### config.mk
export PLATFORM = sky130hd
export DESIGN_NAME = pipe_stage_skid
export DESIGN_NICKNAME = d
export VERILOG_FILES = /design/src/rtl/pipe_pkg.sv /design/src/rtl/sat_counter.sv /design/src/rtl/pipe_stage_skid.sv
export SDC_FILE = /design/constraint.sdc
export NUM_CORES = 1
export LEC_CHECK = 0
export ABC_AREA = 1
export CAP_MARGIN = 20
export CORE_UTILIZATION = 45
export CTS_CLUSTER_DIAMETER = 120
export CTS_CLUSTER_SIZE = 28
export DETAILED_ROUTE_END_ITERATION = 10
export PLACE_DENSITY_LB_ADDON = 0.12
export REMOVE_ABC_BUFFERS = 1
export SETUP_SLACK_MARGIN = 0.4
export SYNTH_ARGS = -nofsm -noshare
export SYNTH_HDL_FRONTEND = slang
export SYNTH_SLANG_ARGS = --single-unit
### constraint.sdc
create_clock -name Clk -period 2.9 [get_ports Clk]
set_input_delay 0.58 -clock Clk [delete_from_list [all_inputs] [get_ports Clk]]
set_output_delay 0.58 -clock Clk [all_outputs]
set_load 0.01 [all_outputs]
### src/rtl/pipe_pkg.sv
// Shared definitions for valid/ready pipeline stages: stage occupancy states,
// standard control-payload widths and their bubble encodings.
package pipe_pkg;

    typedef enum logic [1:0] {
        ST_EMPTY = 2'd0,
        ST_ONE   = 2'd1,
        ST_FULL  = 2'd2
    } stage_state_e;

    localparam int unsigned IDEX_CTRL_W  = 16;
    localparam int unsigned EXMEM_CTRL_W = 8;

    localparam logic [IDEX_CTRL_W-1:0]  IDEX_CTRL_NOP  = 16'h0000;
    localparam logic [EXMEM_CTRL_W-1:0] EXMEM_CTRL_NOP = 8'h00;

    // Number of beats held by a stage in the given state.
    function automatic logic [1:0] state_occ(input stage_state_e st);
        logic [1:0] occ;
        case (st)
            ST_EMPTY: occ = 2'd0;
            ST_ONE:   occ = 2'd1;
            ST_FULL:  occ = 2'd2;
            default:  occ = 2'd0;
        endcase
        return occ;
    endfunction

endpackage

### src/rtl/sat_counter.sv
// Saturating up-counter with synchronous clear; clear wins over increment.
module sat_counter #(
    parameter int unsigned CNT_W = 16
) (
    input  logic             Clk,
    input  logic             nRst,
    input  logic             inc,
    input  logic             clr,
    output logic [CNT_W-1:0] count
);

    localparam logic [CNT_W-1:0] CNT_MAX = {CNT_W{1'b1}};
    localparam logic [CNT_W-1:0] CNT_ONE = {{(CNT_W-1){1'b0}}, 1'b1};

    logic [CNT_W-1:0] count_r;

    // Counter register: clear, else saturating increment, else hold.
    always_ff @(posedge Clk or negedge nRst) begin
        if (!nRst) begin
            count_r <= {CNT_W{1'b0}};
        end else if (clr) begin
            count_r <= {CNT_W{1'b0}};
        end else if (inc && (count_r != CNT_MAX)) begin
            count_r <= count_r + CNT_ONE;
        end else begin
            count_r <= count_r;
        end
    end

    assign count = count_r;

endmodule

### src/rtl/pipe_stage_skid.sv
// Generic inter-stage pipeline register with valid/ready handshake, optional
// one-entry skid buffer, synchronous flush and a backpressure cycle counter.
module pipe_stage_skid
    import pipe_pkg::*;
#(
    parameter int unsigned         DATA_W   = 128,
    parameter int unsigned         CTRL_W   = 16,
    parameter logic [CTRL_W-1:0]   CTRL_NOP = {CTRL_W{1'b0}},
    parameter int unsigned         SKID     = 1,
    parameter int unsigned         CNT_W    = 16
) (
    input  logic              Clk,
    input  logic              nRst,
    input  logic              up_valid,
    output logic              up_ready,
    input  logic [DATA_W-1:0] up_data,
    input  logic [CTRL_W-1:0] up_ctrl,
    input  logic              flush,
    output logic              dn_valid,
    input  logic              dn_ready,
    output logic [DATA_W-1:0] dn_data,
    output logic [CTRL_W-1:0] dn_ctrl,
    output logic [1:0]        occupancy,
    output logic [CNT_W-1:0]  bp_count,
    input  logic              bp_clear
);

    localparam bit HAS_SKID = (SKID != 0);

    stage_state_e      state_r;
    stage_state_e      state_nxt_s;
    logic [DATA_W-1:0] main_data_r;
    logic [DATA_W-1:0] main_data_nxt_s;
    logic [CTRL_W-1:0] main_ctrl_r;
    logic [CTRL_W-1:0] main_ctrl_nxt_s;
    logic [DATA_W-1:0] skid_data_r;
    logic [CTRL_W-1:0] skid_ctrl_r;
    logic              skid_load_s;
    logic              skid_clear_s;
    logic              up_ready_r;
    logic              up_ready_s;
    logic              dn_valid_s;
    logic              up_fire_s;
    logic              dn_fire_s;

    assign dn_valid_s = (state_r != ST_EMPTY);
    // Without a skid entry the stage may only accept when its output drains.
    assign up_ready_s = HAS_SKID ? up_ready_r : (!dn_valid_s || dn_ready);
    assign up_fire_s  = up_valid && up_ready_s;
    assign dn_fire_s  = dn_valid_s && dn_ready;

    // Next-state and payload steering; main ctrl drops to NOP whenever the stage empties.
    always_comb begin
        state_nxt_s     = state_r;
        main_data_nxt_s = main_data_r;
        main_ctrl_nxt_s = main_ctrl_r;
        skid_load_s     = 1'b0;
        skid_clear_s    = 1'b0;
        if (flush) begin
            state_nxt_s     = ST_EMPTY;
            main_ctrl_nxt_s = CTRL_NOP;
            skid_clear_s    = 1'b1;
        end else begin
            case (state_r)
                ST_EMPTY: begin
                    if (up_fire_s) begin
                        state_nxt_s     = ST_ONE;
                        main_data_nxt_s = up_data;
                        main_ctrl_nxt_s = up_ctrl;
                    end else begin
                        state_nxt_s = ST_EMPTY;
                    end
                end
                ST_ONE: begin
                    if (up_fire_s && dn_fire_s) begin
                        main_data_nxt_s = up_data;
                        main_ctrl_nxt_s = up_ctrl;
                    end else if (up_fire_s && HAS_SKID) begin
                        state_nxt_s = ST_FULL;
                        skid_load_s = 1'b1;
                    end else if (dn_fire_s) begin
                        state_nxt_s     = ST_EMPTY;
                        main_ctrl_nxt_s = CTRL_NOP;
                    end else begin
                        state_nxt_s = ST_ONE;
                    end
                end
                ST_FULL: begin
                    if (dn_fire_s) begin
                        state_nxt_s     = ST_ONE;
                        main_data_nxt_s = skid_data_r;
                        main_ctrl_nxt_s = skid_ctrl_r;
                        skid_clear_s    = 1'b1;
                    end else begin
                        state_nxt_s = ST_FULL;
                    end
                end
                default: begin
                    state_nxt_s     = ST_EMPTY;
                    main_ctrl_nxt_s = CTRL_NOP;
                    skid_clear_s    = 1'b1;
                end
            endcase
        end
    end

    // Stage state, main entry and registered up_ready.
    always_ff @(posedge Clk or negedge nRst) begin
        if (!nRst) begin
            state_r     <= ST_EMPTY;
            main_data_r <= {DATA_W{1'b0}};
            main_ctrl_r <= CTRL_NOP;
            up_ready_r  <= 1'b1;
        end else begin
            state_r     <= state_nxt_s;
            main_data_r <= main_data_nxt_s;
            main_ctrl_r <= main_ctrl_nxt_s;
            up_ready_r  <= (state_nxt_s != ST_FULL);
        end
    end

    // Skid entry; never loaded when SKID=0, so it folds away to constants.
    always_ff @(posedge Clk or negedge nRst) begin
        if (!nRst) begin
            skid_data_r <= {DATA_W{1'b0}};
            skid_ctrl_r <= CTRL_NOP;
        end else if (skid_load_s) begin
            skid_data_r <= up_data;
            skid_ctrl_r <= up_ctrl;
        end else if (skid_clear_s) begin
            skid_data_r <= skid_data_r;
            skid_ctrl_r <= CTRL_NOP;
        end else begin
            skid_data_r <= skid_data_r;
            skid_ctrl_r <= skid_ctrl_r;
        end
    end

    sat_counter #(
        .CNT_W (CNT_W)
    ) u_bp_cnt (
        .Clk   (Clk),
        .nRst  (nRst),
        .inc   (dn_valid_s && !dn_ready),
        .clr   (bp_clear),
        .count (bp_count)
    );

    assign up_ready  = up_ready_s;
    assign dn_valid  = dn_valid_s;
    assign dn_data   = main_data_r;
    assign dn_ctrl   = main_ctrl_r;
    assign occupancy = state_occ(state_r);

endmodule

Word level (Yosys, flattened, before mapping)
Index checks and enable logic that the tools add are counted.
Cells by class
  eq/ne operators: 11
  mux-type cells: 30
  reduce and logical (&&, ||, !) cells: 14
  add/sub/neg operators: 1
  bitwise gates (word level): 1
Operators by type and width (count)
  two-way mux 128 bit: 3
  one-hot mux 128 bit (3 select lines): 1
  two-way mux 16 bit: 10
  one-hot mux 16 bit (3 select lines): 1
  adder 16 x 1 -> 16 bit (second input constant): 1
  != test 16 bit (second input constant): 1
  two-way mux 1 bit: 8
  two-way mux 2 bit: 4
  != test 2 bit (second input constant): 4
  != test 4 bit (second input constant): 2
  != test 3 bit (second input constant): 2
  one-hot mux 2 bit (3 select lines): 1
  nonzero test 2 bit: 3
  logical AND 1 bit: 5
  AND reduction 5 bit: 1
  one-hot mux 2 bit (2 select lines): 1
  AND reduction 4 bit: 1
  nonzero test 3 bit: 1
  == test 2 x 1 -> 1 bit (second input constant): 1
  == test 2 bit (second input constant): 1
  logical NOT 2 bit: 1
  one-hot mux 1 bit (2 select lines): 1
  OR reduction 2 bit: 1
  logical NOT 1 bit: 1
  NOT 1 bit: 1
Word-level totals
  input port bits: 150
  flip-flop bits (word level): 307
  output and inout port bits: 164
  word-level logic and storage cells: 64

Logic depth before layout (Yosys ltp)
Gate-level depths: netlist of run 1.
  depth in word-level cells: 8
  depth in mapped cells: 10

Hierarchy
From an unflattened synthesis of run 1, not the netlist that was laid out.
Unflattened totals
  cell total of the unflattened synthesis: 1601
  area total of the unflattened synthesis: 13350.3 µm²
By module, submodules not included
  pipe_stage_skid: area each 12313.1 µm², times used 1, sequential area each 7283.2 µm², cells an instance 1457
  sat_counter: area each 1037.2 µm², times used 1, sequential area each 400.4 µm², cells an instance 144

Least setup slack after synthesis of run 1
Ideal clock, no wire load.
  path kind: input to register
  from: in up_valid
  to: reg skid_ctrl_r[0]
  stages: 7
  setup time: 144 ps
  slack: 1308 ps
  data arrival time: 1448 ps
  cell sequence: nand2_1 inv_1 nand4_1 buf_2 buf_2 buf_2 o22ai_1
On the way
  longest elaborated chain between the ends: 6
  elaborated cells between the ends (all ways): 8
  those cells by class: mux: 5; reduce/logical: 3
Ends and longest elaborated chain
  start, declared: RTL line pipe_stage_skid.sv:14  | input logic up_valid,
  logical AND 1 bit (*): RTL line pipe_stage_skid.sv:49  | assign up_fire_s = up_valid && up_ready_s;
  two-way mux 1 bit / logical AND 1 bit (equally long branches): RTL line pipe_stage_skid.sv:78, pipe_stage_skid.sv:75
  two-way mux 1 bit (*): RTL line pipe_stage_skid.sv:75  | if (up_fire_s && dn_fire_s) begin
  two-way mux 1 bit (*): RTL line pipe_stage_skid.sv:64  | case (state_r)
  two-way mux 1 bit (*): RTL line pipe_stage_skid.sv:59  | if (flush) begin
  two-way mux 16 bit / nonzero test 2 bit (equally long branches)
  end signal, assigned: RTL line pipe_stage_skid.sv:129  | skid_ctrl_r <= up_ctrl;
  end signal, assigned: RTL line pipe_stage_skid.sv:135  | skid_ctrl_r <= skid_ctrl_r;
  end, declared: RTL line pipe_stage_skid.sv:37  | logic [CTRL_W-1:0] skid_ctrl_r;
Mark *: on every way between the ends. The rest lies on a longest branch, timed or not.
A chain may end at the register's enable or synchronous reset.

Worst setup path in the final report of run 1
  from: reg state_r[1]
  to: out occupancy[0]
On the way
  longest elaborated chain between the ends: 2
  elaborated cells between the ends (all ways): 3
  those cells by class: eq/ne: 2; mux: 1
Ends and longest elaborated chain
  start, declared: RTL line pipe_stage_skid.sv:30  | stage_state_e state_r;
  start signal, assigned: RTL line pipe_stage_skid.sv:115  | state_r <= state_nxt_s;
  == test 2 bit / == test 2 x 1 -> 1 bit (equally long branches): RTL line pipe_pkg.sv:20  | case (st)
  one-hot mux 2 bit (2 select lines) (*): RTL line pipe_pkg.sv:20
  end, declared: RTL line pipe_stage_skid.sv:23  | output logic [1:0] occupancy,
Marks and branches as above.

==> flow_metrics.py, run 1 <==
metrics = {
    "setup_path": {
        "slowest_delay_ns": 0.60,
        "r2r-start": "state_r[1]",
        "cp-endpoint": "occupancy[0]",
        "slowest_stage": "clkdlybuf4s50_1",
        "path_cells": "nor2_2, clkdlybuf4s50_1",
        "cp.buffers_inverters": 1,
        "reg2reg_depth": 5,
        "cp-end-kind": "primary output",
        "cp.arrival_ns": 1.83,
        "timing.rr.end": "skid_ctrl_r[10]",
        "cp-startpoint": "state_r[1]",
        "worstSetupPathType": "register to primary output",
        "critPathTopFamily": "buffers and inverters",
        "cp_num_cells": 2,
        "cp-start-kind": "register",
        "cp_max_fo": 6,
        "crit_required_ns": 2.32,
        "regToRegSetupSlack_ns": 0.80,
    },
    "clocking": {
        "clkLatencyLatePin_ns": 0.50,
        "cts_root_buf": "clkbuf_16",
        "cts_made_buffers": 14,
        "hold_buffers": 0,
        "cts_tree": "yes",
        "htree_levels": 1,
        "clkTransAtPathRegs_ns": 0.11,
        "clockBufferDepth": 3,
        "cts.sinks": 307,
        "cts_setup_buffers": 0,
    },
    "global_route": {
        "first_global_vias": 10915,
        "gr-total-overflow": 0,
        "grt_pass1_wl_mm": 56.0,
        "antenna_found_initial": 3,
        "grt_max_degree": 153,
        "grtUsageTotal": 0.210,
    },
    "cells_and_area": {
        "stdcell_area_um2": 18200,
        "diodes": 0,
        "layout_commonest_cell": "nand2_1",
        "layout_common_cells": "nand2_1, clkdlybuf4s50_1, inv_1",
        "fin_nets": 2117,
        "area_delta_synth_final_pct": 27.5,
        "post-route-util": 0.588,
        "layout-drive-gt1-share": 0.0909,
    },
    "yosys": {
        "synth_area_um2": 14300,
        "ys_async_sr_fraction": 1.00,
        "syn-mean-instance-area_um2": 8.39,
        "synth_cell_types": 26,
        "yosysSeqAreaShare": 0.539,
        "ys_ff_latch": 307,
        "yosysWarnings": 0,
        "synth_edf_count": 0,
        "ys.flop_type": "dfrtp_1",
        "syn_inst": 1701,
    },
    "timing": {
        "fin_crit_sh": 0.831,
        "fin_skew_ns": 0.0164,
        "fin_ws_ns": 0.490,
        "hold_violations": 0,
        "max_slew_margin": 0.359,
        "finalSetupViolCount": 0,
        "tightest_slew_ns": 0.962,
        "drv_slew": 0,
        "rsz0062_at_grt": "false",
        "period_needed_ns": 2.41,
        "clock.fmax_mhz": 415,
    },
    "placement": {
        "port_buffers": 313,
        "post-place-ws_ns": 0.433,
        "place.gp.congestion": 0.848,
        "dp_hpwl_mm": 23.0,
        "placement.cell_area_um2": 17800,
    },
    "detailed_routing": {
        "wirelength_mm": 33.5,
        "vias": 11513,
        "ant_nets": 0,
        "first_pass_iters": 8,
        "drtIter0Drc": 828,
        "wire_per_inst_um": 14.2,
        "avgViaCountPerCell": 4.87,
        "drc_errors": 0,
    },
    "die": {
        "coreArea_um2": 30900,
        "die_w_um": 180,
        "die_area_um2": 32400,
        "num_rows": 64,
        "die_h_um": 180,
        "io-pin-count": 314,
        "start_util": 0.462,
    },
    "worst_hold_path": {
        "hold_path_class": "input port to async pin",
    },
    "power_and_ir_drop": {
        "vdd_ir_drop_max_uv": 355,
        "total_power_mw": 10.8,
        "power.leakage_nw": 8.66,
        "power-per-cell-area_nw_per_um2": 594,
    },
    "job": {
        "drv_cap": 0,
    },
    "outcome": {
        "status": "finished clean",
    },
}
-- synthesized netlist by cell type, types with 5 or more instances --
cell type  instances  area (µm²)
a21oi_1           70         350
buf_1              6        22.5
buf_2             29         145
buf_6             23         259
clkbuf_1          35         131
dfrtp_1          306        7660
inv_1            307        1150
inv_2              5        18.8
nand2_1          413        1550
nand3_1           14        70.1
nand4_1           13        81.3
nor2_1            93         349
o21ai_0          220        1100
o21ai_1           12        60.1
o21ai_2          121        1060
o22ai_1           16         100
-- layer usage --
| metal | vias to the layer above | track usage | routed length (µm) |
|---|---|---|---|
| li1 | 5768 | - | - |
| met1 | 5351 | 0.298 | 15500 |
| met4 | 6 | 0.0506 | 671 |
| met3 | 46 | 0.0350 | 2050 |
| met2 | 342 | 0.337 | 15200 |
| met5 | - | 0 | 40 |
-- repair_timing --
action	4_1_cts	5_1_grt
gates resized for setup	1	0
endpoints found under the hold margin	0	0
endpoints found under the setup margin	1	0
-- through the flow --
step           hold WS, ns  TNS [ns]  std cells
2_1_floorplan        0.284  -1304.90       1606
3_3_place_gp         0.466         0       2346
3_5_place_dp         0.474         0       2346
4_1_cts             0.0516         0       2365
5_1_grt             0.0703         0       2365
6_report            0.0403         0       2365
-- sequential cells by signal, summed over array words and instances, names as in the netlist --
signal          cells
dn_data           128
skid_data_r       128
dn_ctrl            16
skid_ctrl_r        16
u_bp_cnt.count     16
state_r             2
up_ready            1
-- where the power goes --
part | switching [mW] | internal [mW] | total (mW)
sequential | 0.469 | 5.16 | 5.63
combinational | 1.40 | 1.49 | 2.89
clock | 1.33 | 0.957 | 2.29
total | 3.19 | 7.61 | 10.8
-- cell families (layout without fill, tap and decap cells) --
logic type                 count (synthesis)  after routing  synth area share
DFF                                      307            307             0.539
xor gates and xnor gates                   4              4           0.00246
buffers and inverters                    407            675             0.122
AOI/OAI and AO/OA                        444            444             0.190
adders and majority gates                  1              1          0.000877
and+or+nand+nor                          538            538             0.146
-- layout make-up --
cell class,count,area [µm²]
timing repair buffer,344,3590
inverter,312,1170
tap,396,495
sequential,307,7680
clock buffer,19,390
fill,2794,12700
multi-input combinational,987,4850
-- worst min path at each step --
stage | to | from | depth (start not counted)
2_1_floorplan | dn_ctrl[0] | nRst | 0
3_3_place_gp | skid_data_r[11] | skid_data_r[11] | 2
3_5_place_dp | skid_data_r[27] | skid_data_r[27] | 2
4_1_cts | u_bp_cnt.count[5] | nRst | 1
5_1_grt | u_bp_cnt.count[5] | nRst | 1
6_report | u_bp_cnt.count[11] | nRst | 1
No activity file was read; power rests on OpenSTA's default activity.
==> inputs of run 2 (changes only) <==
==> constraint.sdc (replaced) <==
create_clock -name Clk -period 2.05 [get_ports Clk]
set_input_delay 0.41 -clock Clk [delete_from_list [all_inputs] [get_ports Clk]]
set_output_delay 0.41 -clock Clk [all_outputs]
set_load 0.01 [all_outputs]
==> flow_metrics.py, run 2 (synthesized netlist as in run 1, its figures left out) <==
metrics = {
    "clocking": {
        "clkLatencyLatePin_ns": 0.51,
        "htree_levels": 1,
        "cts_made_buffers": 14,
        "cts_tree": "yes",
        "clkTransAtPathRegs_ns": 0.11,
        "cts_root_buf": "clkbuf_16",
        "cts.sinks": 307,
        "clockBufferDepth": 3,
    },
    "setup_path": {
        "slowest_stage": "dfrtp_2",
        "cp-end-kind": "register",
        "r2r-start": "state_r[1]",
        "path_cells": "buf_12, nor2_4, buf_6, nand2_4, and3_4, buf_12, buf_12, buf_12, clkbuf_16, nand2_4, o21ai_2",
        "regToRegSetupSlack_ns": 0.19,
        "cp.arrival_ns": 2.26,
        "reg2reg_depth": 11,
        "cp_max_fo": 5,
        "slowest_delay_ns": 0.47,
        "cp-start-kind": "register",
        "cp-startpoint": "state_r[1]",
        "crit_top_cell": "buf_12",
        "timing.rr.end": "dn_data[27]",
        "crit_required_ns": 2.45,
        "worstSetupPathType": "register to register",
    },
    "die": {
        "num_rows": 64,
        "io-pin-count": 314,
        "die_h_um": 180,
        "start_util": 0.462,
        "die_w_um": 180,
        "coreArea_um2": 30900,
        "die_area_um2": 32400,
    },
    "global_route": {
        "grt_max_degree": 102,
        "gr-total-overflow": 0,
        "grt_pass1_wl_mm": 61.2,
        "first_global_vias": 11856,
        "antenna_found_initial": 4,
        "grtUsageTotal": 0.232,
    },
    "cells_and_area": {
        "final_cells": 2523,
        "fin_nets": 2273,
        "layout_common_cells": "inv_1, dfrtp_1, nand2_1",
        "nFillCells": 2279,
        "stdcell_area_um2": 21900,
        "layout-drive-gt1-share": 0.270,
        "layout_commonest_cell": "inv_1",
        "area_delta_synth_final_pct": 53.2,
    },
    "placement": {
        "port_buffers": 313,
        "dp.cells": 2371,
        "post-place-ws_ns": 0.0386,
        "placement.cell_area_um2": 18100,
        "dp_hpwl_mm": 23.8,
        "place.gp.congestion": 0.840,
    },
    "timing": {
        "clock.fmax_mhz": 538,
        "finalSetupViolCount": 0,
        "fin_crit_sh": 0.907,
        "hold_violations": 0,
        "drv_slew": 0,
        "period_needed_ns": 1.86,
        "fin_worst_hold_slack_ns": 0.389,
        "fin_skew_ns": 0.0162,
        "rsz0062_at_grt": "true",
        "fin_ws_ns": 0.190,
        "max_slew_margin": 0.704,
        "tightest_slew_ns": 0.439,
    },
    "detailed_routing": {
        "first_pass_iters": 7,
        "vias": 13009,
        "ant_nets": 0,
        "wirelength_mm": 44.1,
        "drc_errors": 0,
        "avgViaCountPerCell": 5.16,
        "drtIter0Drc": 844,
        "wire_per_inst_um": 17.5,
    },
    "power_and_ir_drop": {
        "power.leakage_nw": 10.9,
        "vdd_ir_drop_max_uv": 534,
        "power-per-cell-area_nw_per_um2": 748,
        "total_power_mw": 16.3,
    },
    "job": {
        "drv_cap": 0,
    },
    "worst_hold_path": {
        "hold_path_class": "input port to async pin",
    },
    "outcome": {
        "status": "finished clean",
    },
}
==> run 2: changes by cell type in the layout (fill, tap and decap cells not counted), sizes merged <==
cell / delta
clkdlybuf4s50: -163
clkdlybuf4s15: +53
bufbuf: +1
dlygate4sd3: +1
clkbuf: +34
dlygate4sd2: +105
buf: +125
diode: +2
==> run 2: timing repair <==
| action | CTS | global route |
|---|---|---|
| setup buffers | 41 | 25 |
| endpoints found under the setup margin | 297 | 359 |
| resized for setup | 305 | 405 |
| hold buffers | 1 | 0 |
| gates cloned | 16 | 48 |
| pin swaps | 5 | 7 |
| endpoints found under the hold margin | 29 | 0 |
==> run 2: per-layer routing <==
layer | GRT usage | share of wire | up-vias
met3 | 0.0317 | 0.050 | 54
met5 | 0 | 0.00061 | -
met4 | 0.0489 | 0.015 | 4
met2 | 0.387 | 0.50 | 407
li1 | - | - | 6122
met1 | 0.324 | 0.44 | 6422
==> run 2: how the worst max path moves through the flow <==
stage,slack [ns],to,cells after the start
CTS,0.22,occupancy[1],4
global placement,0.07,dn_data[22],8
global route,0.12,skid_data_r[119],10
finish,0.19,dn_data[27],11
floorplan,-6.15,dn_data[45],5
detailed placement,0.04,dn_data[84],8
==> run 2: worst max-delay path: cells and delay by family, from the launching register on <==
family	cells	cell delay (ns)
simple gates	4	0.38
compound gates	1	0.05
buf+inv	6	0.84
flops	1	0.47
==> run 2: per-stage QoR <==
stage	utilization	setup TNS [ns]
CTS	0.631	0
floorplan	-	-1532.30
finish	0.707	0
global route	0.707	0
detailed placement	0.587	0
global placement	0.587	0
==> run 2: where the power goes <==
part | internal, mW | switching [mW]
registers | 7.30 | 0.765
logic | 2.53 | 2.47
clock network | 1.35 | 1.92
total | 11.2 | 5.16
==> run 2: cell type report <==
| class | count | area (µm²) | area share |
|---|---|---|---|
| flip-flops and latches | 307 | 7690 | 0.352 |
| repair buffers | 500 | 6110 | 0.279 |
| multi-input cells | 987 | 5990 | 0.274 |
| inverters | 312 | 1180 | 0.0542 |
| well taps | 396 | 495 | 0.0227 |
| clock buffers | 19 | 390 | 0.0179 |
| diodes | 2 | 5.00 | 0.000229 |
==> inputs of run 3 (changes only) <==
--- a/config.mk
+++ b/config.mk
@@ -6,6 +6,7 @@
 export NUM_CORES = 1
 export LEC_CHECK = 0
 export ABC_AREA = 1
+export ABC_CLOCK_PERIOD_IN_PS = 2050
 export CAP_MARGIN = 20
 export CORE_UTILIZATION = 45
 export CTS_CLUSTER_DIAMETER = 120
@@ -13,7 +14,7 @@
 export DETAILED_ROUTE_END_ITERATION = 10
 export PLACE_DENSITY_LB_ADDON = 0.12
 export REMOVE_ABC_BUFFERS = 1
-export SETUP_SLACK_MARGIN = 0.4
+export SETUP_SLACK_MARGIN = 0.05
 export SYNTH_ARGS = -nofsm -noshare
 export SYNTH_HDL_FRONTEND = slang
 export SYNTH_SLANG_ARGS = --single-unit
==> flow_metrics.py, run 3 (synthesized netlist as in run 1, its figures left out) <==
metrics = {
    "die": {
        "die_area_um2": 32400,
        "start_util": 0.462,
        "die_h_um": 180,
        "io-pin-count": 314,
        "coreArea_um2": 30900,
        "die_w_um": 180,
        "num_rows": 64,
    },
    "setup_path": {
        "cp-endpoint": "bp_count[2]",
        "slowest_stage": "clkdlybuf4s50_1",
        "timing.rr.end": "dn_data[5]",
        "r2r-start": "state_r[0]",
        "regToRegSetupSlack_ns": 0.32,
        "cp_num_cells": 1,
        "cp.arrival_ns": 1.51,
        "worstSetupPathType": "register to primary output",
        "cp-start-kind": "register",
        "reg2reg_depth": 7,
        "crit_required_ns": 1.64,
        "path_cells": "clkdlybuf4s50_1",
        "cp_max_fo": 7,
        "cp-end-kind": "primary output",
        "cp-startpoint": "u_bp_cnt.count[2]",
        "slowest_delay_ns": 0.57,
        "critPathTopFamily": "buffers and inverters",
        "cp.buffers_inverters": 1,
    },
    "placement": {
        "post-place-ws_ns": 0.0386,
        "place.gp.congestion": 0.840,
        "placement.cell_area_um2": 18100,
        "dp.cells": 2371,
        "port_buffers": 313,
        "dp_hpwl_mm": 23.8,
    },
    "global_route": {
        "grt_pass1_wl_mm": 56.4,
        "gr-total-overflow": 0,
        "grtUsageTotal": 0.212,
        "grt_max_degree": 153,
        "first_global_vias": 11073,
        "antenna_found_initial": 4,
    },
    "timing": {
        "fin_worst_hold_slack_ns": 0.394,
        "period_needed_ns": 1.92,
        "rsz0062_at_grt": "false",
        "max_slew_margin": 0.628,
        "hold_violations": 0,
        "clock.fmax_mhz": 520,
        "fin_crit_sh": 0.939,
        "setup_tns_ns": 0,
        "fin_ws_ns": 0.126,
        "tightest_slew_ns": 0.558,
        "fin_skew_ns": 0.0123,
        "finalSetupViolCount": 0,
        "drv_slew": 0,
    },
    "detailed_routing": {
        "dr_wl_met3_mm": 1.86,
        "wire_per_inst_um": 14.1,
        "drtIter0Drc": 857,
        "met1Wirelength_mm": 15.8,
        "avgViaCountPerCell": 4.82,
        "vias": 11540,
        "met2_length_mm": 15.6,
        "ant_nets": 0,
        "drc_errors": 0,
        "wirelength_mm": 33.8,
        "first_pass_iters": 5,
        "routed.top_layer": "met5",
    },
    "clocking": {
        "clkLatencyLatePin_ns": 0.50,
        "clockBufferDepth": 3,
        "cts_tree": "yes",
        "cts.sinks": 307,
        "clkTransAtPathRegs_ns": 0.11,
        "htree_levels": 1,
        "cts_root_buf": "clkbuf_16",
        "cts_made_buffers": 14,
    },
    "power_and_ir_drop": {
        "power-per-cell-area_nw_per_um2": 830,
        "total_power_mw": 15.4,
        "vdd_ir_drop_max_uv": 541,
        "power.leakage_nw": 8.84,
    },
    "cells_and_area": {
        "final_cells": 2394,
        "layout_commonest_cell": "nand2_1",
        "layout_common_cells": "nand2_1, clkdlybuf4s50_1, inv_1",
        "area_delta_synth_final_pct": 30.0,
        "fin_nets": 2144,
        "layout-drive-gt1-share": 0.106,
        "stdcell_area_um2": 18600,
        "post-route-util": 0.600,
    },
    "worst_hold_path": {
        "hold_path_class": "input port to async pin",
    },
    "outcome": {
        "status": "finished clean",
    },
    "job": {
        "drv_cap": 0,
    },
}
-- run 3: final cells by class --
| type | count | area, µm² |
|---|---|---|
| fill | 2705 | 12400 |
| sequential | 307 | 7690 |
| multi-input combinational | 987 | 4860 |
| timing repair buffer | 371 | 3940 |
| inverter | 312 | 1170 |
| tap | 396 | 495 |
| clock buffer | 19 | 390 |
| antenna | 2 | 5.00 |
-- run 3: worst min path at each step --
stage / slack, ns / end / start
finish: 0.39 / skid_ctrl_r[3] / nRst
global route: 0.42 / skid_ctrl_r[1] / nRst
CTS: 0.38 / skid_ctrl_r[4] / nRst
detailed placement: 0.32 / skid_ctrl_r[1] / nRst
global placement: 0.32 / skid_ctrl_r[1] / nRst
floorplan: 0.11 / dn_ctrl[0] / nRst
-- run 3: metal layers --
| metal | vias up | track usage |
|---|---|---|
| met4 | 4 | 0.0465 |
| li1 | 5813 | - |
| met2 | 281 | 0.342 |
| met1 | 5410 | 0.303 |
| met3 | 32 | 0.0313 |
| met5 | - | 0 |
-- run 3: where the power goes --
part           switching [mW]  internal, mW
sequential              0.691          7.30
clock                    1.89          1.35
combinational            1.98          2.20
-- run 3: what timing repair did --
action / CTS / global route
setup buffers: 1 / 0
gates resized for setup: 11 / 4
setup endpoints to repair: 4 / 4
hold buffers: 1 / 0
endpoints found under the hold margin: 29 / 0
